==> src/rtl/spi_cmd_pkg.sv <==
// Shared definitions for the SPI command decoder: opcodes, FSM states and
// the layout of the STATUS reply byte.
package spi_cmd_pkg;

   localparam logic [7:0] OP_WRITE  = 8'h01;
   localparam logic [7:0] OP_READ   = 8'h02;
   localparam logic [7:0] OP_START  = 8'h03;
   localparam logic [7:0] OP_STATUS = 8'h04;

   typedef enum logic [2:0] {
      ST_IDLE,
      ST_GET_ADDR,
      ST_GET_LEN,
      ST_WR_DATA,
      ST_RD_FETCH,
      ST_RD_LOAD,
      ST_RD_WAIT,
      ST_SINK
   } state_t;

   localparam int STAT_READY_BIT = 0;
   localparam int STAT_BUSY_BIT  = 1;
   localparam int STAT_ERR_BIT   = 2;

   // STATUS reply: {5'b0, err, busy, 1'b1}
   function automatic logic [7:0] status_byte(input logic err, input logic busy);
      logic [7:0] s;
      s                 = 8'h00;
      s[STAT_READY_BIT] = 1'b1;
      s[STAT_BUSY_BIT]  = busy;
      s[STAT_ERR_BIT]   = err;
      return s;
   endfunction

endpackage

==> src/rtl/spi_sync_edge.sv <==
// N-stage synchroniser for a single level, with a one-cycle pulse on the
// rising edge of the synchronised level.
module spi_sync_edge #(
   parameter int STAGES = 2
) (
   input  logic CLK,
   input  logic RST,
   input  logic din,
   output logic level,
   output logic rise
);

   logic [STAGES-1:0] sync_q;
   logic              prev_q;

   // Shift the asynchronous input through the flop chain and remember the last level
   always_ff @(posedge CLK or posedge RST) begin
      if (RST) begin
         sync_q <= '0;
         prev_q <= 1'b0;
      end else begin
         sync_q <= {sync_q[STAGES-2:0], din};
         prev_q <= sync_q[STAGES-1];
      end
   end

   assign level = sync_q[STAGES-1];
   assign rise  = sync_q[STAGES-1] & ~prev_q;

endmodule

==> src/rtl/spi_cmd_decoder.sv <==
// Command layer behind the SPI slave: parses WRITE/READ/START/STATUS frames
// into buffer-memory accesses, TPU start pulses and reply bytes.
// All strobes are registered, so each one appears the cycle after the
// decision that raises it.
module spi_cmd_decoder
   import spi_cmd_pkg::*;
#(
   parameter int ADDR_WIDTH  = 8,
   parameter int SYNC_STAGES = 2
) (
   input  logic                  CLK,
   input  logic                  RST,
   input  logic                  CS,
   input  logic [7:0]            RX_BYTE,
   input  logic                  RX_DONE,
   output logic [7:0]            TX_BYTE,
   output logic                  WE,
   output logic [ADDR_WIDTH-1:0] MEM_ADDR,
   output logic [7:0]            MEM_WDATA,
   output logic                  MEM_WE,
   output logic                  MEM_RE,
   input  logic [7:0]            MEM_RDATA,
   output logic                  TPU_START,
   input  logic                  TPU_BUSY,
   output logic                  CMD_ERR
);

   logic cs_s, cs_rise, rx_level, rx_stb;
   // Only the level of CS and the edge of RX_DONE are needed
   logic sync_unused;

   state_t                state, state_nxt;
   logic [ADDR_WIDTH-1:0] addr_cnt, addr_nxt;
   logic [7:0]            len_cnt, len_nxt;
   logic                  is_rd, is_rd_nxt;
   logic [7:0]            tx_nxt;
   logic                  we_nxt, mwe_nxt, mre_nxt, start_nxt, err_nxt;
   logic [ADDR_WIDTH-1:0] maddr_nxt;
   logic [7:0]            wdata_nxt;

   spi_sync_edge #(.STAGES(SYNC_STAGES)) u_sync_rx (
      .CLK   (CLK),
      .RST   (RST),
      .din   (RX_DONE),
      .level (rx_level),
      .rise  (rx_stb)
   );

   spi_sync_edge #(.STAGES(SYNC_STAGES)) u_sync_cs (
      .CLK   (CLK),
      .RST   (RST),
      .din   (CS),
      .level (cs_s),
      .rise  (cs_rise)
   );

   assign sync_unused = rx_level ^ cs_rise;

   // Next-state, counter and output decisions; strobes default low, data holds
   always_comb begin
      state_nxt = state;
      addr_nxt  = addr_cnt;
      len_nxt   = len_cnt;
      is_rd_nxt = is_rd;
      tx_nxt    = TX_BYTE;
      we_nxt    = 1'b0;
      maddr_nxt = MEM_ADDR;
      wdata_nxt = MEM_WDATA;
      mwe_nxt   = 1'b0;
      mre_nxt   = 1'b0;
      start_nxt = 1'b0;
      err_nxt   = CMD_ERR;

      if (!cs_s) begin
         // Frame ended: abandon whatever was about to be issued, keep the error flag
         state_nxt = ST_IDLE;
      end else begin
         case (state)
            ST_IDLE: begin
               if (rx_stb) begin
                  case (RX_BYTE)
                     OP_WRITE: begin
                        is_rd_nxt = 1'b0;
                        state_nxt = ST_GET_ADDR;
                     end
                     OP_READ: begin
                        is_rd_nxt = 1'b1;
                        state_nxt = ST_GET_ADDR;
                     end
                     OP_START: begin
                        if (TPU_BUSY) err_nxt   = 1'b1;
                        else          start_nxt = 1'b1;
                        state_nxt = ST_SINK;
                     end
                     OP_STATUS: begin
                        tx_nxt    = status_byte(CMD_ERR, TPU_BUSY);
                        we_nxt    = 1'b1;
                        err_nxt   = 1'b0;
                        state_nxt = ST_SINK;
                     end
                     default: begin
                        err_nxt   = 1'b1;
                        state_nxt = ST_SINK;
                     end
                  endcase
               end
            end
            ST_GET_ADDR: begin
               if (rx_stb) begin
                  addr_nxt  = ADDR_WIDTH'(RX_BYTE);
                  state_nxt = ST_GET_LEN;
               end
            end
            ST_GET_LEN: begin
               if (rx_stb) begin
                  len_nxt = RX_BYTE;
                  if (RX_BYTE == 8'd0) begin
                     state_nxt = ST_SINK;
                  end else if (is_rd) begin
                     maddr_nxt = addr_cnt;
                     mre_nxt   = 1'b1;
                     state_nxt = ST_RD_FETCH;
                  end else begin
                     state_nxt = ST_WR_DATA;
                  end
               end
            end
            ST_WR_DATA: begin
               if (rx_stb) begin
                  maddr_nxt = addr_cnt;
                  wdata_nxt = RX_BYTE;
                  mwe_nxt   = 1'b1;
                  addr_nxt  = addr_cnt + ADDR_WIDTH'(1);
                  len_nxt   = len_cnt - 8'd1;
                  if (len_cnt == 8'd1) state_nxt = ST_SINK;
               end
            end
            ST_RD_FETCH: begin
               // MEM_RE is high during this state; data returns next cycle
               if (rx_stb) err_nxt = 1'b1;
               state_nxt = ST_RD_LOAD;
            end
            ST_RD_LOAD: begin
               if (rx_stb) err_nxt = 1'b1;
               tx_nxt    = MEM_RDATA;
               we_nxt    = 1'b1;
               addr_nxt  = addr_cnt + ADDR_WIDTH'(1);
               len_nxt   = len_cnt - 8'd1;
               state_nxt = ST_RD_WAIT;
            end
            ST_RD_WAIT: begin
               // The master's dummy byte has shifted the reply out
               if (rx_stb) begin
                  if (len_cnt == 8'd0) begin
                     state_nxt = ST_SINK;
                  end else begin
                     maddr_nxt = addr_cnt;
                     mre_nxt   = 1'b1;
                     state_nxt = ST_RD_FETCH;
                  end
               end
            end
            ST_SINK: begin
               state_nxt = ST_SINK;
            end
            default: begin
               state_nxt = ST_IDLE;
            end
         endcase
      end
   end

   // Register state, counters and every output
   always_ff @(posedge CLK or posedge RST) begin
      if (RST) begin
         state     <= ST_IDLE;
         addr_cnt  <= '0;
         len_cnt   <= 8'd0;
         is_rd     <= 1'b0;
         TX_BYTE   <= 8'd0;
         WE        <= 1'b0;
         MEM_ADDR  <= '0;
         MEM_WDATA <= 8'd0;
         MEM_WE    <= 1'b0;
         MEM_RE    <= 1'b0;
         TPU_START <= 1'b0;
         CMD_ERR   <= 1'b0;
      end else begin
         state     <= state_nxt;
         addr_cnt  <= addr_nxt;
         len_cnt   <= len_nxt;
         is_rd     <= is_rd_nxt;
         TX_BYTE   <= tx_nxt;
         WE        <= we_nxt;
         MEM_ADDR  <= maddr_nxt;
         MEM_WDATA <= wdata_nxt;
         MEM_WE    <= mwe_nxt;
         MEM_RE    <= mre_nxt;
         TPU_START <= start_nxt;
         CMD_ERR   <= err_nxt;
      end
   end

endmodule

==> config.mk <==
export PLATFORM = sky130hd
export DESIGN_NAME = spi_cmd_decoder
export DESIGN_NICKNAME = d
export VERILOG_FILES = /design/src/rtl/spi_cmd_pkg.sv /design/src/rtl/spi_sync_edge.sv /design/src/rtl/spi_cmd_decoder.sv
export SDC_FILE = /design/constraint.sdc
export NUM_CORES = 1
export LEC_CHECK = 0
export BUFFER_PORTS_ARGS = -buffer_cell sky130_fd_sc_hd__clkbuf_2
export CAP_MARGIN = 20
export CORE_MARGIN = 5
export CORE_UTILIZATION = 30
export CTS_BUF_LIST = sky130_fd_sc_hd__clkbuf_16
export DETAILED_ROUTE_END_ITERATION = 10
export SYNTH_ARGS = -nofsm -noshare
export SYNTH_HDL_FRONTEND = slang
export SYNTH_SLANG_ARGS = --single-unit
export TNS_END_PERCENT = 100
==> constraint.sdc <==
create_clock -name CLK -period 1.6 [get_ports CLK]
set_input_delay 0.16 -clock CLK [delete_from_list [all_inputs] [get_ports CLK]]
set_output_delay 0.16 -clock CLK [all_outputs]
set_load 0.05 [all_outputs]
# [Yosys cells after proc, flatten, opt, wreduce, memory -nomap -nowiden]
# Index checks and enable logic that the tools add are counted.
[totals] ram_bits=0 output_inout_bits=29 latchBits=0 romBits=0 in_bits=21 elab_cells=120 ff_bits=54 memories=0
[classes] n_eq_ne=30 n_mul=0 addsub=2 shifts=0 reduce_logical=19 n_div=0 magnitude_cmp=0 mux=52 bitwise=2
[ops] cell="2-to-1 mux 8 bit" n=11
[ops] cell="case mux 8 bit (3 select lines)" n=3
[ops] cell="2-to-1 mux 3 bit" n=10
[ops] cell="case mux 3 bit (8 select lines)" n=1
[ops] cell="!= test 3 bit (second input constant)" n=7
[ops] cell="2-to-1 mux 1 bit" n=20
[ops] cell="!= test 2 bit (second input constant)" n=9
[ops] cell="== test 8 x 1 -> 1 bit (second input constant)" n=2
[ops] cell="== test 8 x 2 -> 1 bit (second input constant)" n=2
[ops] cell="logical NOT 8 bit" n=2
[ops] cell="case mux 8 bit (2 select lines)" n=1
[ops] cell="AND reduction 4 bit" n=4
[ops] cell="== test 3 bit (second input constant)" n=4
[ops] cell="AND reduction 6 bit" n=2
[ops] cell="nonzero test 3 bit" n=3
[ops] cell="adder 8 x 1 -> 8 bit (second input constant)" n=1
[ops] cell="== test 8 x 3 -> 1 bit (second input constant)" n=1
[ops] cell="case mux 1 bit (2 select lines)" n=4
[ops] cell="AND reduction 8 bit" n=1
[ops] cell="subtractor 8 x 1 -> 8 bit (second input constant)" n=1
[ops] cell="== test 3 x 2 -> 1 bit (second input constant)" n=2
[ops] cell="nonzero test 2 bit" n=3
[ops] cell="!= test 2 x 1 -> 1 bit (second input constant)" n=2
[ops] cell="OR reduction 2 bit" n=2
[ops] cell="7 further kinds" n=7

# [Logic depth before layout (Yosys ltp)]
# Gate-level depths: netlist of run 1.
[logic_depth] word_depth=6 mapped_depth=7 mapped_depth_nobuf=6

# [Cells and area by module]
# A second synthesis of run 1 with hierarchy kept.
[unflattened] hier_cells=263 hier_area_um2=2725.1
[by_module_without_submodules] module="spi_cmd_decoder" seq_area_each_um2=1226.2 n_inst=1 area_each_um2=2539.9 cells_each=253
[by_module_without_submodules] module="spi_sync_edge" seq_area_each_um2=75.1 n_inst=2 area_each_um2=92.6 cells_each=5

# [Worst setup path before layout of run 1]
# No wires, ideal clock.
[synth_path] path_type="input port to flip-flop" from="input RX_BYTE[1]" to="register MEM_ADDR[0]" arrival_ns=1.620 setup_ns=0.125 required_time_ns=1.475 setup_slack_ns=-0.145 path_stages=7 n_path_buf=2 cell_sequence="buf_6 > or4_4 > o21ai_2 > nand2_1 > and4b_1 > buf_6 > mux2_4"
[synth_between] elab_chain_cells=3
[synth_rtl] item="start, declared" line="spi_cmd_decoder.sv:14" text="input logic [7:0] RX_BYTE,"
[synth_rtl] item="logical NOT 8 bit" line="spi_cmd_decoder.sv:117" text="if (RX_BYTE == 8'd0) begin"
[synth_rtl] item="!= test 2 bit (no source line)"
[synth_rtl] item="AND reduction 8 bit (no source line)"
[synth_rtl] item="end signal, assigned" line="spi_cmd_decoder.sv:195" text="MEM_ADDR <= maddr_nxt;"
[synth_rtl] item="end, declared" line="spi_cmd_decoder.sv:18" text="output logic [ADDR_WIDTH-1:0] MEM_ADDR,"
# Every way passes these cells.
# A chain may end at the register's enable or synchronous reset.

# [Worst setup path after layout of run 1]
[layout_path] from="register len_cnt[7]" to="register MEM_ADDR[5]"
[layout_between] elab_chain_cells=3
[layout_rtl] item="start, declared" line="spi_cmd_decoder.sv:34" text="logic [7:0] len_cnt, len_nxt;"
[layout_rtl] item="start signal, assigned" line="spi_cmd_decoder.sv:191" text="len_cnt <= len_nxt;"
[layout_rtl] item="logical NOT 8 bit" line="spi_cmd_decoder.sv:154" text="if (len_cnt == 8'd0) begin"
[layout_rtl] item="!= test 2 bit (no source line)"
[layout_rtl] item="AND reduction 8 bit (no source line)"
# Every way passes these cells.

==> impl_metrics.ini, run 1 <==
[run_status]
status = complete, but fails checks
failed_checks = negative setup slack

[final_layout]
drive_gt1_share_pct = 48.6
final_nets = 383
syn_to_final_growth_pct = 46.6
diodes = 0
final_util_pct = 44.7
num-fill-cells = 865
stdcell_count = 468

[clock_tree]
htree_levels = 2
cts_tree = done
clock_latency_ns = 0.29
root_buffer = clkbuf_16
clk_pin_slew_ns = 0.07
clockBufferDepth = 2
numCtsBuffers = 5
clock-sinks = 54

[worst_setup_path]
crit_slowest_cell = dfrtp_1
worstSetupEndpoint = MEM_ADDR[5]
worstPathArrival_ns = 1.85
r2r_end = MEM_ADDR[5]
path_buf_inv = 1
crit_type = reg2reg
worstPathRequired_ns = 1.78
worstRegToRegCells = 5
cp-end-kind = flop
cp_max_fo = 8
cp_num_cells = 5
crit_start = len_cnt[7]
slowest_delay_ns = 0.39
timing.reg2reg.setup_slack_ns = -0.07
path_cells = nor4_2 -> buf_4 -> nand4_1 -> and4b_4 -> mux2_4
r2r_start = len_cnt[7]
crit_path_start_kind = flop
cp_top_family = simple AND/OR/NAND/NOR gates

[floorplanning]
num_rows = 34
die-area_mm2 = 0.0108
die_w_um = 104
die-height_um = 104
initial_utilization_pct = 30.5
io_pins = 50
core_area_mm2 = 0.00868

[global_routing]
first_global_vias = 2395
grt_overflow_total = 0
grt_max_degree = 35
grt_pass1_wl_mm = 12.0
grt_antenna_before_repair = 0
grt_use_total_pct = 13.3

[timing]
slew_headroom_pct = 68.5
fin_crit_sh_pct = 104
finalCriticalPeriod_ns = 1.67
tightestPinTransition_ns = 0.471
drv_slew = 0
layout_setup_ws_ns = -0.0705
hold_viol_final = 0
clock.fmax_ghz = 0.599
finClkSkew_ns = 0.00699
setup_viol = 8
rsz0062_at_grt = true

[yosys]
synthCells = 250
synth_ff_type = dfrtp_1
async_flop_share_pct = 100
yosysUniqueCellTypes = 47
yosysMostFrequentCell = dfrtp_1
ys_seq_area_share_pct = 51.0
synth_common_cells = dfrtp_1, nor2_1, nand2_1
synth.net_count = 274
synth_area_mm2 = 0.00265
synth_area_leaders = dfrtp_1, mux2_2, mux2_4
yosysTopAreaCell = dfrtp_1
synth_warnings = 0
synth_edf_count = 0
synth_seq_cells = 54
synth_top_area_share_pct = 51.0
syn_avg_cell_area_um2 = 10.6

[power]
power_switching_mw = 2.49
swShare_pct = 41.4
p_per_area_mw_per_mm2 = 1550
p_leak_nw = 1.81
pwr-share-seq_pct = 35.7
internal_power_mw = 3.53
power_frac_clock_pct = 17.5
peakVddDrop_uv = 556
pwr-share-comb_pct = 46.8

[hold_path]
hp-class = in2reg
worstHoldPathCells = 2

[routing]
routedWlPerCell_um = 15.2
drc = 0
drt_wl_total_mm = 7.11
ant_nets = 0
drt_iter0_drc = 60
drtPass1Iterations = 4
via_per_inst = 4.91
vias = 2300

[placed_design]
place.port_buffers = 49
place_worst_setup_slack_ns = -0.355
post-dp-hpwl_mm = 5.26
place.gp.congestion = 0.813
placed_cells = 452

[run]
max_cap_violations = 0
## cell usage in the layout (no fill, tap or decap), types with 4 or more instances in the layout
cell type / instances
dfrtp_1: 52
o21ai_1: 5
a31oi_1: 6
a21oi_1: 13
o21ai_0: 6
nand2_1: 16
buf_6: 7
nor2_1: 24
clkbuf_2: 49
mux2_2: 4
buf_4: 51
inv_1: 6
a22o_1: 5
inv_2: 4
o22a_1: 9
mux2_4: 16
clkbuf_16: 5
## how the worst min path moves through the flow
stage / end / from
5_1_grt: TX_BYTE[3] / MEM_RDATA[3]
2_1_floorplan: u_sync_cs.sync_q[0] / CS
3_5_place_dp: MEM_WDATA[5] / RST
3_3_place_gp: MEM_WDATA[5] / RST
6_report: TX_BYTE[3] / MEM_RDATA[3]
4_1_cts: TX_BYTE[0] / MEM_RDATA[0]
## logic make-up (layout without fill, tap and decap cells)
kind of cell,count (synthesis),count (layout),synth area share (%)
AOI/OAI and AO/OA,65,65,16.9
DFF,54,54,51.0
and+or+nand+nor,84,84,16.2
xor gates and xnor gates,1,1,0.331
adders and majority gates,3,3,1.42
buffers and inverters,21,131,3.69
muxes,22,22,10.4
## routing by layer
layer / vias up / share of wire [%] / GRT usage [%]
li1: 1124 / - / -
met1: 1115 / 47 / 18.5
met2: 52 / 47 / 20.9
met3: 9 / 4.4 / 3.17
met4: 0 / 1.2 / 3.24
met5: - / 0 / 0
## flip-flops by register name, indices dropped and copies added (netlist names)
register and count:
MEM_WDATA 8, u_sync_rx.sync_q 2, CMD_ERR 1, u_sync_rx.prev_q 1
state 3, u_sync_cs.sync_q 2, addr_cnt 8, is_rd 1
TPU_START 1, MEM_ADDR 8, MEM_RE 1, MEM_WE 1
WE 1, len_cnt 8, TX_BYTE 8
## metrics by stage
| step | area, um^2 | hold WS (ns) | TNS (ns) | power (mW) |
|---|---|---|---|---|
| floorplan | 2670 | 0.191 | -0.574 | 3.75 |
| global placement | 3450 | 0.181 | -6.62 | 4.65 |
| detailed placement | 3450 | 0.190 | -6.37 | 4.72 |
| CTS | 3730 | 0.0870 | -0.749 | 5.89 |
| global route | 3880 | 0.0828 | -1.57 | 6.41 |
| finish | 3880 | 0.0912 | -0.466 | 6.03 |
## repair_timing
action,CTS,global route
endpoints found under the hold margin,22,0
pin swaps,5,14
resized for setup,27,30
endpoints found under the setup margin,34,38
hold buffers,3,0
buffers inserted,1,4
## cell type report
class | instances | area, um^2 | share of cell area [%]
timing repair buffer | 113 | 797 | 20.5
tap | 108 | 135 | 3.48
multi-input combinational | 175 | 1420 | 36.5
sequential | 54 | 1350 | 34.9
clock buffer | 5 | 125 | 3.22
inverter | 10 | 37.5 | 0.967
clock inverter | 3 | 16.3 | 0.419
## power by group through the flow
stage	clock network, mW	registers [mW]	logic (mW)
2_1_floorplan	0	2.86	0.885
3_3_place_gp	0	2.13	2.52
3_5_place_dp	0	2.14	2.58
4_1_cts	1.09	2.14	2.66
5_1_grt	1.15	2.22	3.03
6_report	1.06	2.15	2.82
(Power assumes the default switching activity.)
==> run 2: changes to the inputs <==
--- a/config.mk
+++ b/config.mk
@@ -11,6 +11,7 @@
 export CORE_UTILIZATION = 30
 export CTS_BUF_LIST = sky130_fd_sc_hd__clkbuf_16
 export DETAILED_ROUTE_END_ITERATION = 10
+export REMOVE_ABC_BUFFERS = 1
 export SYNTH_ARGS = -nofsm -noshare
 export SYNTH_HDL_FRONTEND = slang
 export SYNTH_SLANG_ARGS = --single-unit
==> constraint.sdc (replaced) <==
create_clock -name CLK -period 1.8 [get_ports CLK]
set_input_delay 0.18 -clock CLK [delete_from_list [all_inputs] [get_ports CLK]]
set_output_delay 0.18 -clock CLK [all_outputs]
set_load 0.05 [all_outputs]
==> impl_metrics.ini, run 2 (synthesis gave the netlist of run 1 again) <==
[power]
power_switching_mw = 2.02
peakVddDrop_uv = 428
swShare_pct = 40.5
p_per_area_mw_per_mm2 = 1430
pwr-share-seq_pct = 39.1
p_leak_nw = 1.65
finalPower_mw = 4.98
pwr-share-comb_pct = 39.9
internal_power_mw = 2.97
power_frac_clock_pct = 20.9

[global_routing]
grt_max_degree = 55
grt_use_total_pct = 11.9
first_global_vias = 2135
grt_pass1_wl_mm = 10.7
grt_antenna_before_repair = 0
grt_overflow_total = 0

[worst_setup_path]
cp-end-kind = flop
worstPathArrival_ns = 1.95
crit_type = reg2reg
crit_path_start_kind = flop
r2r_start = len_cnt[4]
cp_max_fo = 8
crit_start = len_cnt[4]
worstPathRequired_ns = 1.97

[floorplanning]
num_rows = 34
die_w_um = 104
initial_utilization_pct = 30.5
core_area_mm2 = 0.00868
die-area_mm2 = 0.0108
io_pins = 50
die-height_um = 104

[clock_tree]
clock_latency_ns = 0.29
htree_levels = 2
numCtsBuffers = 5
root_buffer = clkbuf_16
clockBufferDepth = 2
cts_tree = done
clock-sinks = 54
clk_pin_slew_ns = 0.06

[routing]
wl_met3_um = 391
ant_nets = 0
wl_met1_mm = 3.03
drt_wl_total_mm = 6.57
vias = 2225
drtPass1Iterations = 4
top_layer_used = met4
wl_met2_mm = 3.05
via_per_inst = 5.03
drc = 0
routedWlPerCell_um = 14.9
drt_iter0_drc = 106

[final_layout]
final_common_cell = dfrtp_1
layout_common_cells = dfrtp_1, clkbuf_2, buf_4
diodes = 0
syn_to_final_growth_pct = 31.4
stdcell_count = 442
drive_gt1_share_pct = 36.2
final_nets = 358
num-fill-cells = 867

[timing]
drv_slew = 0
hold_viol_final = 0
finClkSkew_ns = 0.00889
finalCriticalPeriod_ns = 1.78
clock.fmax_ghz = 0.562
slew_headroom_pct = 74.9
rsz0062_at_grt = true
setup_viol = 0
tightestPinTransition_ns = 0.367
fin_crit_sh_pct = 98.8
setup_tns_ns = 0

[hold_path]
hp-class = in2reg
hold_start = MEM_RDATA[0]

[placed_design]
place.port_buffers = 49
place.gp.congestion = 0.819
post-dp-hpwl_mm = 4.83
placed_cells = 431

[run]
max_cap_violations = 0

[run_status]
status = complete, no violations
-- run 2: cell count changes in the layout (fill, tap and decap cells not counted), moves of 3 or more --
cell	previous run	this run
nand2b_1	3	6
o21ai_0	6	11
mux2_2	4	12
nor2_1	24	28
buf_6	7	0
o21ai_1	5	2
nor3_1	3	7
nand2_2	3	0
mux2_4	16	8
nand2_1	16	19
nor3_4	3	0
buf_4	51	33
nand2b_4	3	0
-- run 2: metal layers --
| metal | vias up | track usage, % |
|---|---|---|
| met5 | - | 0 |
| met4 | 0 | 3.24 |
| met3 | 13 | 3.72 |
| met2 | 61 | 19.1 |
| met1 | 1081 | 15.5 |
| li1 | 1070 | - |
-- run 2: metrics by stage --
step / hold WS [ns] / cell area, um^2 / setup WS (ns) / utilization [%]
6_report: 0.104 / 3480 / 0.0216 / 40.1
5_1_grt: 0.0973 / 3480 / -0.0750 / 40.1
4_1_cts: 0.0946 / 3460 / 0.00656 / 39.9
3_5_place_dp: 0.242 / 3270 / -0.119 / 37.7
3_3_place_gp: 0.236 / 3270 / -0.0768 / 37.7
2_1_floorplan: 0.211 / 2590 / -0.281 / -
-- run 2: area by class of cell --
class                           count  area, um^2  area share (%)
Clock inverter                      2        33.8           0.971
Clock buffer                        5         125            3.60
Inverter                           10        37.5            1.08
Sequential cell                    54        1350            38.8
Tap cell                          108         135            3.88
Multi-Input combinational cell    175        1210            34.9
Timing Repair Buffer               88         583            16.8
-- run 2: path summary, 6_finish.rpt --
path / end / slack (ns) / depth (start not counted)
worst max-delay path: MEM_ADDR[0] / 0.02 / 6
worst min-delay path: TX_BYTE[0] / 0.10 / 3
worst max register to register: MEM_ADDR[0] / 0.02 / 6
worst min register to register: u_sync_rx.sync_q[1] / 0.35 / 0
max in group asynchronous: u_sync_rx.sync_q[1] / 1.07 / 4
min in group asynchronous: MEM_WE / 0.48 / 4
-- run 2: worst max-delay path, stage by stage (launching register included) --
cell,delay (ns)
dfrtp_1,0.41
nor4_4,0.29
buf_4,0.15
nand4_1,0.13
and4b_1,0.24
buf_12,0.16
mux2_4,0.29
-- run 2: power by group through the flow --
| stage | registers [mW] | clock network [mW] | logic (mW) |
|---|---|---|---|
| after detailed placement | 1.94 | 0 | 1.99 |
| final | 1.95 | 1.04 | 1.99 |
| after CTS | 1.93 | 1.08 | 2.00 |
| after global placement | 1.94 | 0 | 1.96 |
| after global routing | 2.01 | 1.13 | 2.13 |
| after floorplan | 2.57 | 0 | 0.725 |
-- run 2: timing repair --
action,CTS,global route
hold buffers,3,0
endpoints found under the setup margin,8,10
gates resized for setup,1,2
endpoints found under the hold margin,56,0
setup buffers,0,1
==> run 3: changes to the inputs <==
==> constraint.sdc (replaced) <==
create_clock -name CLK -period 2 [get_ports CLK]
set_input_delay 0.2 -clock CLK [delete_from_list [all_inputs] [get_ports CLK]]
set_output_delay 0.2 -clock CLK [all_outputs]
set_load 0.05 [all_outputs]
==> impl_metrics.ini, run 3 (synthesis gave the netlist of run 1 again) <==
[power]
pwr-share-comb_pct = 40.0
p_per_area_mw_per_mm2 = 1280
swShare_pct = 41.8
power_switching_mw = 1.79
finalPower_mw = 4.28
pwr-share-seq_pct = 40.6
power_frac_clock_pct = 19.4
peakVddDrop_uv = 440
p_leak_nw = 1.58
internal_power_mw = 2.49

[final_layout]
drive_gt1_share_pct = 34.9
final_nets = 347
diodes = 0
final_area_mm2 = 0.00334
stdcell_count = 432
final_util_pct = 38.5
syn_to_final_growth_pct = 26.2
layout_common_cells = dfrtp_1, clkbuf_2, nor2_1
final_common_cell = dfrtp_1

[worst_setup_path]
timing.reg2reg.setup_slack_ns = 0.22
cp-end-kind = flop
crit_path_start_kind = flop
r2r_end = MEM_ADDR[7]
worstRegToRegCells = 5
cp_max_fo = 8
slowest_delay_ns = 0.50
crit_slowest_cell = and4b_2
path_cells = nand2b_1 -> nor2_1 -> nand2_1 -> and4b_2 -> mux2_4
worstPathRequired_ns = 2.17
worstPathArrival_ns = 1.95
r2r_start = u_sync_rx.prev_q
crit_type = reg2reg

[floorplanning]
initial_utilization_pct = 30.5
num_rows = 34
io_pins = 50
die-height_um = 104
die_w_um = 104
die-area_mm2 = 0.0108
core_area_mm2 = 0.00868

[global_routing]
grt_use_total_pct = 11.9
first_global_vias = 2169
grt_max_degree = 31
grt_pass1_wl_mm = 10.8
grt_overflow_total = 0
grt_antenna_before_repair = 0

[clock_tree]
htree_levels = 2
root_buffer = clkbuf_16
clock_latency_ns = 0.29
clock-sinks = 54
clk_pin_slew_ns = 0.07
clockBufferDepth = 2
post-cts-setup-buffers = 0
cts_tree = done
numCtsBuffers = 5

[timing]
finalCriticalPeriod_ns = 1.78
tightestPinTransition_ns = 0.623
hold_viol_final = 0
fin_crit_sh_pct = 88.9
rsz0062_at_grt = false
setup_viol = 0
drv_slew = 0
setup_tns_ns = 0
finClkSkew_ns = 0.00597
clock.fmax_ghz = 0.563
slew_headroom_pct = 58.5

[hold_path]
hold-path-endpoint = u_sync_rx.sync_q[0]
worstHoldPathCells = 1
hold_start = RX_DONE
hp-class = in2reg

[placed_design]
place.port_buffers = 49
place.gp.congestion = 0.791
placed_cells = 423
post-dp-hpwl_mm = 4.79
placed_area_mm2 = 0.00318

[routing]
ant_nets = 0
vias = 2142
drt_wl_total_mm = 6.29
drt_iter0_drc = 113
drtPass1Iterations = 4
routedWlPerCell_um = 14.6
via_per_inst = 4.96
drc = 0

[run]
max_cap_violations = 0

[run_status]
status = complete, no violations
run 3: final cells by class:
type / count / area (um^2)
flip-flops and latches: 54 / 1350
clock inverters: 3 / 16.3
well taps: 108 / 135
multi-input cells: 175 / 1210
repair buffers: 77 / 470
inverters: 10 / 37.5
clock buffers: 5 / 125
fillers: 858 / 5340
run 3: how the worst max path moves through the flow:
stage                          start          end  slack (ns)  depth (start not counted)
finish              u_sync_rx.prev_q  MEM_ADDR[7]        0.22                          5
global route                state[2]   len_cnt[6]        0.06                          5
global placement          RX_BYTE[2]  MEM_ADDR[4]        0.03                          6
CTS                 u_sync_rx.prev_q  MEM_ADDR[3]        0.02                          5
floorplan                   state[1]  addr_cnt[4]       -0.08                          5
detailed placement        RX_BYTE[2]  MEM_ADDR[3]       -0.02                          6
run 3: worst max-delay path: cells and delay by family (launching register included):
kind / cells / cell delay [ns]
mux: 1 / 0.33
flops: 1 / 0.38
simple gates: 4 / 0.96
run 3: power groups by stage:
| stage | registers, mW | clock network, mW | logic (mW) |
|---|---|---|---|
| 6_report | 1.74 | 0.831 | 1.71 |
| 5_1_grt | 1.80 | 0.906 | 1.86 |
| 4_1_cts | 1.73 | 0.859 | 1.73 |
| 3_5_place_dp | 1.75 | 0 | 1.73 |
| 3_3_place_gp | 1.75 | 0 | 1.70 |
| 2_1_floorplan | 2.31 | 0 | 0.652 |
run 3: what timing repair did:
action | 4_1_cts | 5_1_grt
resized for setup | 0 | 2
hold endpoints to repair | 24 | 0
endpoints found under the setup margin | 0 | 9
hold buffers | 1 | 0
run 3: stage by stage:
step	worst slack [ns]	hold WS [ns]
after floorplan	-0.0813	0.231
after global placement	0.0303	0.266
after detailed placement	-0.0232	0.272
after CTS	0.0201	0.0150
after global routing	0.0568	0.0135
final	0.223	0.0199
run 3: layer usage:
metal	wire length, um	up-vias	part of all wire, %	GRT usage, %
met5	0	-	0	0
met4	64	0	1.0	2.78
met3	347	7	5.5	3.35
li1	-	1050	-	-
met1	2970	1024	47	15.9
met2	2910	61	46	19.1
